$ cat src/rtl/prog_mem_arbiter.sv
// rtl/prog_mem_arbiter.sv - host/two-core program memory arbiter with LOAD mode (optional PMEM_ARB_LOCKWR_EN)
module prog_mem_arbiter #(
    parameter int DW = 18,
    parameter int AW = 12
) (
    input  logic          clk,
    input  logic          rst_n,
    input  logic          h_req,
    input  logic          h_we,
    input  logic [AW-1:0] h_a,
    input  logic [DW-1:0] h_di,
    input  logic          h_lock,
    output logic          h_ack,
    output logic [DW-1:0] h_dq,
    output logic          h_err,
    input  logic          c0_req,
    input  logic [AW-1:0] c0_a,
    input  logic          c1_req,
    input  logic [AW-1:0] c1_a,
    output logic          c0_ack,
    output logic [DW-1:0] c0_dq,
    output logic          c1_ack,
    output logic [DW-1:0] c1_dq,
    output logic          loading,
    output logic [AW-1:0] m_a,
    output logic          m_we,
    output logic [DW-1:0] m_di,
    input  logic [DW-1:0] m_dq
);

    typedef enum logic {
        RUN  = 1'b0,
        LOAD = 1'b1
    } state_t;

    state_t        state;
    state_t        state_nxt;
    logic          last_c1;
    logic          h_elig;
    logic          c0_elig;
    logic          c1_elig;
    logic          gnt_h;
    logic          gnt_c0;
    logic          gnt_c1;
    logic          wr_reject;
    logic [AW-1:0] a_q;
    logic [DW-1:0] di_q;

    // state register
    always_ff @(posedge clk or negedge rst_n) begin
        if (!rst_n) begin
            state <= RUN;
        end else begin
            state <= state_nxt;
        end
    end

    // LOAD follows the host lock request, one edge later
    always_comb begin
        state_nxt = state;
        case (state)
            RUN:     if (h_lock)  state_nxt = LOAD;
            LOAD:    if (!h_lock) state_nxt = RUN;
            default: state_nxt = RUN;
        endcase
    end

    assign loading = (state == LOAD);

    // eligibility and grant: host first, then round-robin between cores (cores frozen in LOAD)
    always_comb begin
        h_elig  = rst_n & h_req & ~h_ack;
        c0_elig = rst_n & (state == RUN) & c0_req & ~c0_ack;
        c1_elig = rst_n & (state == RUN) & c1_req & ~c1_ack;
        gnt_h   = h_elig;
        gnt_c0  = ~h_elig & c0_elig & (~c1_elig | last_c1);
        gnt_c1  = ~h_elig & c1_elig & (~c0_elig | ~last_c1);
    end

`ifdef PMEM_ARB_LOCKWR_EN
    assign wr_reject = gnt_h & h_we & (state == RUN);

    // rejected host writes are flagged alongside their ack
    always_ff @(posedge clk or negedge rst_n) begin
        if (!rst_n) begin
            h_err <= 1'b0;
        end else begin
            h_err <= wr_reject;
        end
    end
`else
    assign wr_reject = 1'b0;
    assign h_err     = 1'b0;
`endif

    // memory port: driven by the winner, otherwise holds the last address/data
    always_comb begin
        m_we = gnt_h & h_we & ~wr_reject;
        m_a  = a_q;
        m_di = di_q;
        if (gnt_h) begin
            m_a  = h_a;
            m_di = h_di;
        end else if (gnt_c0) begin
            m_a = c0_a;
        end else if (gnt_c1) begin
            m_a = c1_a;
        end
    end

    // remember the last driven address/data so idle cycles keep them stable
    always_ff @(posedge clk or negedge rst_n) begin
        if (!rst_n) begin
            a_q  <= '0;
            di_q <= '0;
        end else begin
            a_q  <= m_a;
            di_q <= m_di;
        end
    end

    // acks, read-data capture and round-robin pointer
    always_ff @(posedge clk or negedge rst_n) begin
        if (!rst_n) begin
            h_ack   <= 1'b0;
            c0_ack  <= 1'b0;
            c1_ack  <= 1'b0;
            h_dq    <= '0;
            c0_dq   <= '0;
            c1_dq   <= '0;
            last_c1 <= 1'b1;
        end else begin
            h_ack  <= gnt_h;
            c0_ack <= gnt_c0;
            c1_ack <= gnt_c1;
            if (gnt_h && !h_we) h_dq <= m_dq;
            if (gnt_c0) c0_dq <= m_dq;
            if (gnt_c1) c1_dq <= m_dq;
            if (gnt_c0) begin
                last_c1 <= 1'b0;
            end else if (gnt_c1) begin
                last_c1 <= 1'b1;
            end else if (state == LOAD && state_nxt == RUN) begin
                last_c1 <= 1'b1;
            end
        end
    end

endmodule
$ cat config.mk
export PLATFORM = sky130hd
export DESIGN_NAME = prog_mem_arbiter
export DESIGN_NICKNAME = d
export VERILOG_FILES = /design/src/rtl/prog_mem_arbiter.sv
export SDC_FILE = /design/constraint.sdc
export NUM_CORES = 1
export LEC_CHECK = 0
export ABC_AREA = 1
export CAP_MARGIN = 5
export CORE_MARGIN = 3
export CORE_UTILIZATION = 45
export DETAILED_ROUTE_END_ITERATION = 12
export GPL_TIMING_DRIVEN = 1
export PLACE_DENSITY = 0.86
export SYNTH_ARGS = -nofsm -noshare
export SYNTH_HDL_FRONTEND = slang
export SYNTH_SLANG_ARGS = --single-unit
$ cat constraint.sdc
create_clock -name clk -period 3 [get_ports clk]
set_clock_uncertainty 0.05 [all_clocks]
set_input_delay 0.9 -clock clk [delete_from_list [all_inputs] [get_ports clk]]
set_output_delay 0.9 -clock clk [all_outputs]
set_load 0.03 [all_outputs]
[Yosys cells after proc, flatten, opt, wreduce, memory -nomap -nowiden]
Cells that the tools add are included.
Word-level totals
  register bits: 89
  input bits: 79
  output and inout port bits: 90
  word-level logic and storage cells: 45
Cells by class
  muxes and demuxes: 8
  bitwise operators: 23
  reductions and logical operators: 4
Operators with widths (count)
  $mux 12: 3
  $mux 18: 1
  $and 1x1->1: 12
  $not 1->1: 9
  $mux 1: 4
  $reduce_bool 3->1: 1
  $logic_and 1x1->1: 2
  $or 1x1->1: 2
  $logic_not 1->1: 1

[Depth between registers and ports, before layout]
  word-level depth: 10
  gate-level depth with buffers: 10
  gate-level depth less buffers: 9

[Worst setup path after synthesis]
No wires, ideal clock.
  path type: input -> output
  from: input port h_req
  to: output port m_we
  data arrival time: 1.920 ns
  data required time: 2.050 ns
  setup slack: 0.130 ns
  stages on the path: 6
  buffers on the path: 2
  cell sequence: nand2_2 nor2_4 inv_2 buf_2 buf_2 nor2_1
On the way
  word-level cells in the longest chain between the ends: 3
RTL lines
  from (decl): RTL line 8  | input logic h_req,
  $and 1x1->1 (2 in a row): RTL line 72  | h_elig = rst_n & h_req & ~h_ack;
  $and 1x1->1: RTL line 98  | m_we = gnt_h & h_we & ~wr_reject;
  to (decl): RTL line 26  | output logic m_we,
Every way passes these cells.

[Worst setup path after layout]
  from: input port h_req
  to: output port m_a[0]
On the way
  word-level cells in the longest chain between the ends: 8
  elaborated cells on any way between the ends: 10
  those cells by class: mux (3); bitwise (7)
RTL lines
  $and 1x1->1 (*) (2 in a row): RTL line 72
  $not 1->1: RTL line 76, 77
  $and 1x1->1 (2 in a row): RTL line 77  | gnt_c1 = ~h_elig & c1_elig & (~c0_elig | ~last_c1);
  $mux 12: RTL line 106  | end else if (gnt_c1) begin
  $mux 12: RTL line 104  | end else if (gnt_c0) begin
  $mux 12 (*): RTL line 101  | if (gnt_h) begin
  to (decl): RTL line 25  | output logic [AW-1:0] m_a,
Mark *: on every way between the ends. The rest lies on a longest branch, timed or not.

==> impl_results.md <==
* Hold violation total from the final report at 0
* Largest net degree at the start of global routing at 90
* Number of buffers and inverters on the critical path at 5
* Area share of xor/xnor cells in the synthesized design at 0%
* Clock-pin slew on the worst setup and hold paths at 90 ps
* Placement row count at 32
* Total routing resource utilization after global routing at 25.3%
* Number of nets produced by synthesis at 495
* Final critical path time including I/O delays and setup at 2990 ps
* Number of cells on the critical path at 10
* Simple-gate area share of the yosys netlist at 22.0%
* CTS sink count at 89
* Peak per-stage delay on the critical path at 260 ps
* Number of remaining DRC errors at 0
* Portion of netlist area occupied by mux cells at 0%
* Post-synthesis average cell area at 8.85 µm²
* Timing-limited maximum frequency at 335 MHz
* Number of antenna cells inserted at 0
* Total CTS buffers at 9
* Status: finished clean
* Number of library cell types mapped by synthesis at 22
* Post-route cell area at 0.00631 mm²
* Remaining antenna violation count after routing at 0
* Die Height at 96.5 µm
* Hold Path Class: reg2reg
* Worst r2r dst: a_q[2]
* Number of levels in the clock H-tree at 3
* Vias per Instance at 4.94
* Register-to-Register Path Depth at 12
* Share of the cycle needed by the critical path after routing at 99.6%
* Worst setup path startpoint: h_req
* Critical path's slowest cell: sky130_fd_sc_hd__bufbuf_16
* Filler cells at 500
* Number of antenna violations at the first check in global routing at 0
* Width of the die at 96.5 µm
* Clk Tree Root Cell: sky130_fd_sc_hd__clkbuf_8
* Worst path arrival time at 2040 ps
* Insertion delay to the later sink of the worst-skew pair at 350 ps
* Crit path max-delay family: buffers and inverters
* Gpl congestion at 0.754
* Number of buffers between clock root and the deepest sink at 2
* Setup slack at placement at -545 ps
* Relative slew slack at 27.3%
* Type of the setup path with the least slack: in2out
* Total Wirelength at 11900 µm
* DPL Wire Length at 7660 µm
* Gate Count Post-Synth at 416
* Flop and latch count out of synthesis at 89
* Reg2Reg Launch Point: loading
* Ports at 169
* Port Buf Inserts at 167
* Nature of the critical path startpoint: primary input
* Worst slew pin tran at 1090 ps
* Hold Worst Slack at 425 ps
* Kind of end point of the critical path: primary output
* Crit path setup slack, layout at 11.6 ps
* Worst reg-to-reg setup slack at 1160 ps
* Overflow left after global routing at 0
* Number of global-route vias before repair at 3678
* CTS tree: yes
* Total of warnings raised by yosys at 0
* Count of max-cap constraint violations at 0
* Area of the die at 0.00931 mm²
* First-pass GRT wire length at 17900 µm
* Area grow syn2layout at 71.3%
* Fraction of the mapped netlist area in compound gates at 9.68%
* Register area share after synthesis at 60.5%
* Net count, final at 702
* P_leak at 3.09 nW
* Peak supply drop at 0.450 mV
* Crit path cell chain: buf_2 > nand2_4 > buf_12 > nor2_4 > buf_6 > bufbuf_16 > a31oi_4 > nand2_2 > nand2_2 > buf_6
* Post-synth design cell area at 0.00368 mm²
* Post-DR wirelength/cell at 16.3 µm
* Share of post-route cells with drive strength above 1 at 26.8%
* Crit-path max FO at 5
* Core Region at 0.00785 mm²
* RSZ-0062 raised after global routing: yes
* Placed instance area at 0.00550 mm²
* Endpoint of the most critical setup path: m_a[0]
* Number of DRC violations after detailed-routing iteration 0 at 121
* Via count at 3606
* Largest family of logic cells by synthesized area: simple AND/OR/NAND/NOR gates
* Required time reported for the critical path endpoint at 2050 ps
* Synth Area in Adders at 0%
* Final Setup Violations at 0
* Total Power at 0.00403 W
* Initial Utilization at 46.9%
* Number of pins with negative max-slew slack in the final report at 0
* Pwr Density at 639 mW/mm²
* First-pass DRT Iterations at 4
metal layers:
layer	routed length, µm	global-route usage, %
met1	4500	29.6
met2	6260	44.8
met3	829	5.89
met4	324	10.2
met5	0	0
where the power goes:
group          leakage [nW]  internal (W)  switching [W]
Combinational          1.88      0.000713       0.000908
Sequential             1.11       0.00143       0.000119
Clock                 0.109      0.000420       0.000446
metrics by stage:
stage          std cells  setup TNS (ps)  utilization [%]
6_report             730               0             80.4
5_1_grt              730            -418             80.4
4_1_cts              723           -4.45             77.5
3_5_place_dp         690           -8710             70.1
3_3_place_gp         690           -7430             70.1
2_1_floorplan        416               0                -
final cells by class:
| cell class | count | area [µm²] | area share, % |
|---|---|---|---|
| well taps | 102 | 128 | 2.02 |
| clock buffers | 10 | 138 | 2.18 |
| flip-flops and latches | 89 | 2230 | 35.3 |
| inverters | 40 | 158 | 2.50 |
| repair buffers | 219 | 2170 | 34.5 |
| multi-input cells | 264 | 1410 | 22.4 |
| clock inverters | 6 | 72.6 | 1.15 |
cells by family after synthesis:
logic type / Yosys count
flops: 89
other cells: 1
compound gates: 68
simple gates: 194
buf+inv: 64
synth_stat cells:
cell type / instances / area [µm²]
sky130_fd_sc_hd__inv_2: 2 / 7.51
sky130_fd_sc_hd__clkbuf_1: 8 / 30.0
sky130_fd_sc_hd__buf_6: 3 / 33.8
sky130_fd_sc_hd__nor2_1: 2 / 7.51
sky130_fd_sc_hd__nand3_1: 24 / 120
sky130_fd_sc_hd__inv_1: 38 / 143
sky130_fd_sc_hd__o22ai_1: 1 / 6.26
sky130_fd_sc_hd__nand2_1: 157 / 589
sky130_fd_sc_hd__dfstp_2: 1 / 26.3
sky130_fd_sc_hd__clkbuf_2: 2 / 10.0
sky130_fd_sc_hd__o21ai_0: 40 / 200
sky130_fd_sc_hd__and2_2: 1 / 7.51
sky130_fd_sc_hd__nand3_2: 2 / 20.0
sky130_fd_sc_hd__nand3b_1: 1 / 7.51
sky130_fd_sc_hd__dfrtp_1: 88 / 2200
sky130_fd_sc_hd__conb_1: 1 / 3.75
sky130_fd_sc_hd__nor2_4: 3 / 33.8
sky130_fd_sc_hd__buf_4: 2 / 15.0
sky130_fd_sc_hd__nand2_2: 4 / 25.0
sky130_fd_sc_hd__a31oi_1: 12 / 75.1
sky130_fd_sc_hd__buf_2: 9 / 45.0
sky130_fd_sc_hd__o21ai_1: 15 / 75.1
worst min-delay path: cells and delay by family (launching register included):
family,cells,cell delay [ps]
and+or+nand+nor,2,120
DFF,1,330
registers in the layout (all words and copies together) (netlist names):
register  count
loading       1
last_c1       1
di_q         18
c0_ack        1
c0_dq        18
h_ack         1
c1_ack        1
h_dq         18
a_q          12
c1_dq        18
how the worst min path moves through the flow:
stage,cells past startpoint,to,from,slack (ps)
final,2,di_q[15],di_q[15],430
after global routing,2,di_q[15],di_q[15],450
after CTS,2,di_q[15],di_q[15],430
after detailed placement,2,di_q[2],di_q[2],410
after global placement,2,di_q[1],di_q[1],410
after floorplan,2,last_c1,last_c1,460
placed cells by master, fill, tap and decap left out, drive strengths merged:
cell           count
nand2            161
clkdlybuf4s50    132
dfrtp             88
buf               85
o21ai             55
inv               43
nand3             27
a31oi             12
clkbuf            11
nor2               5
clkinv             2
and2               1
nand3b             1
o22ai              1
conb               1
bufinv             1
bufbuf             1
dfstp              1
timing repair:
action,in CTS,in global routing
gates cloned,5,0
pin swaps,18,17
setup endpoints to repair,31,14
setup buffers,12,7
hold buffers,0,0
gates resized for setup,65,48
No activity file was read; power rests on OpenSTA's default activity.
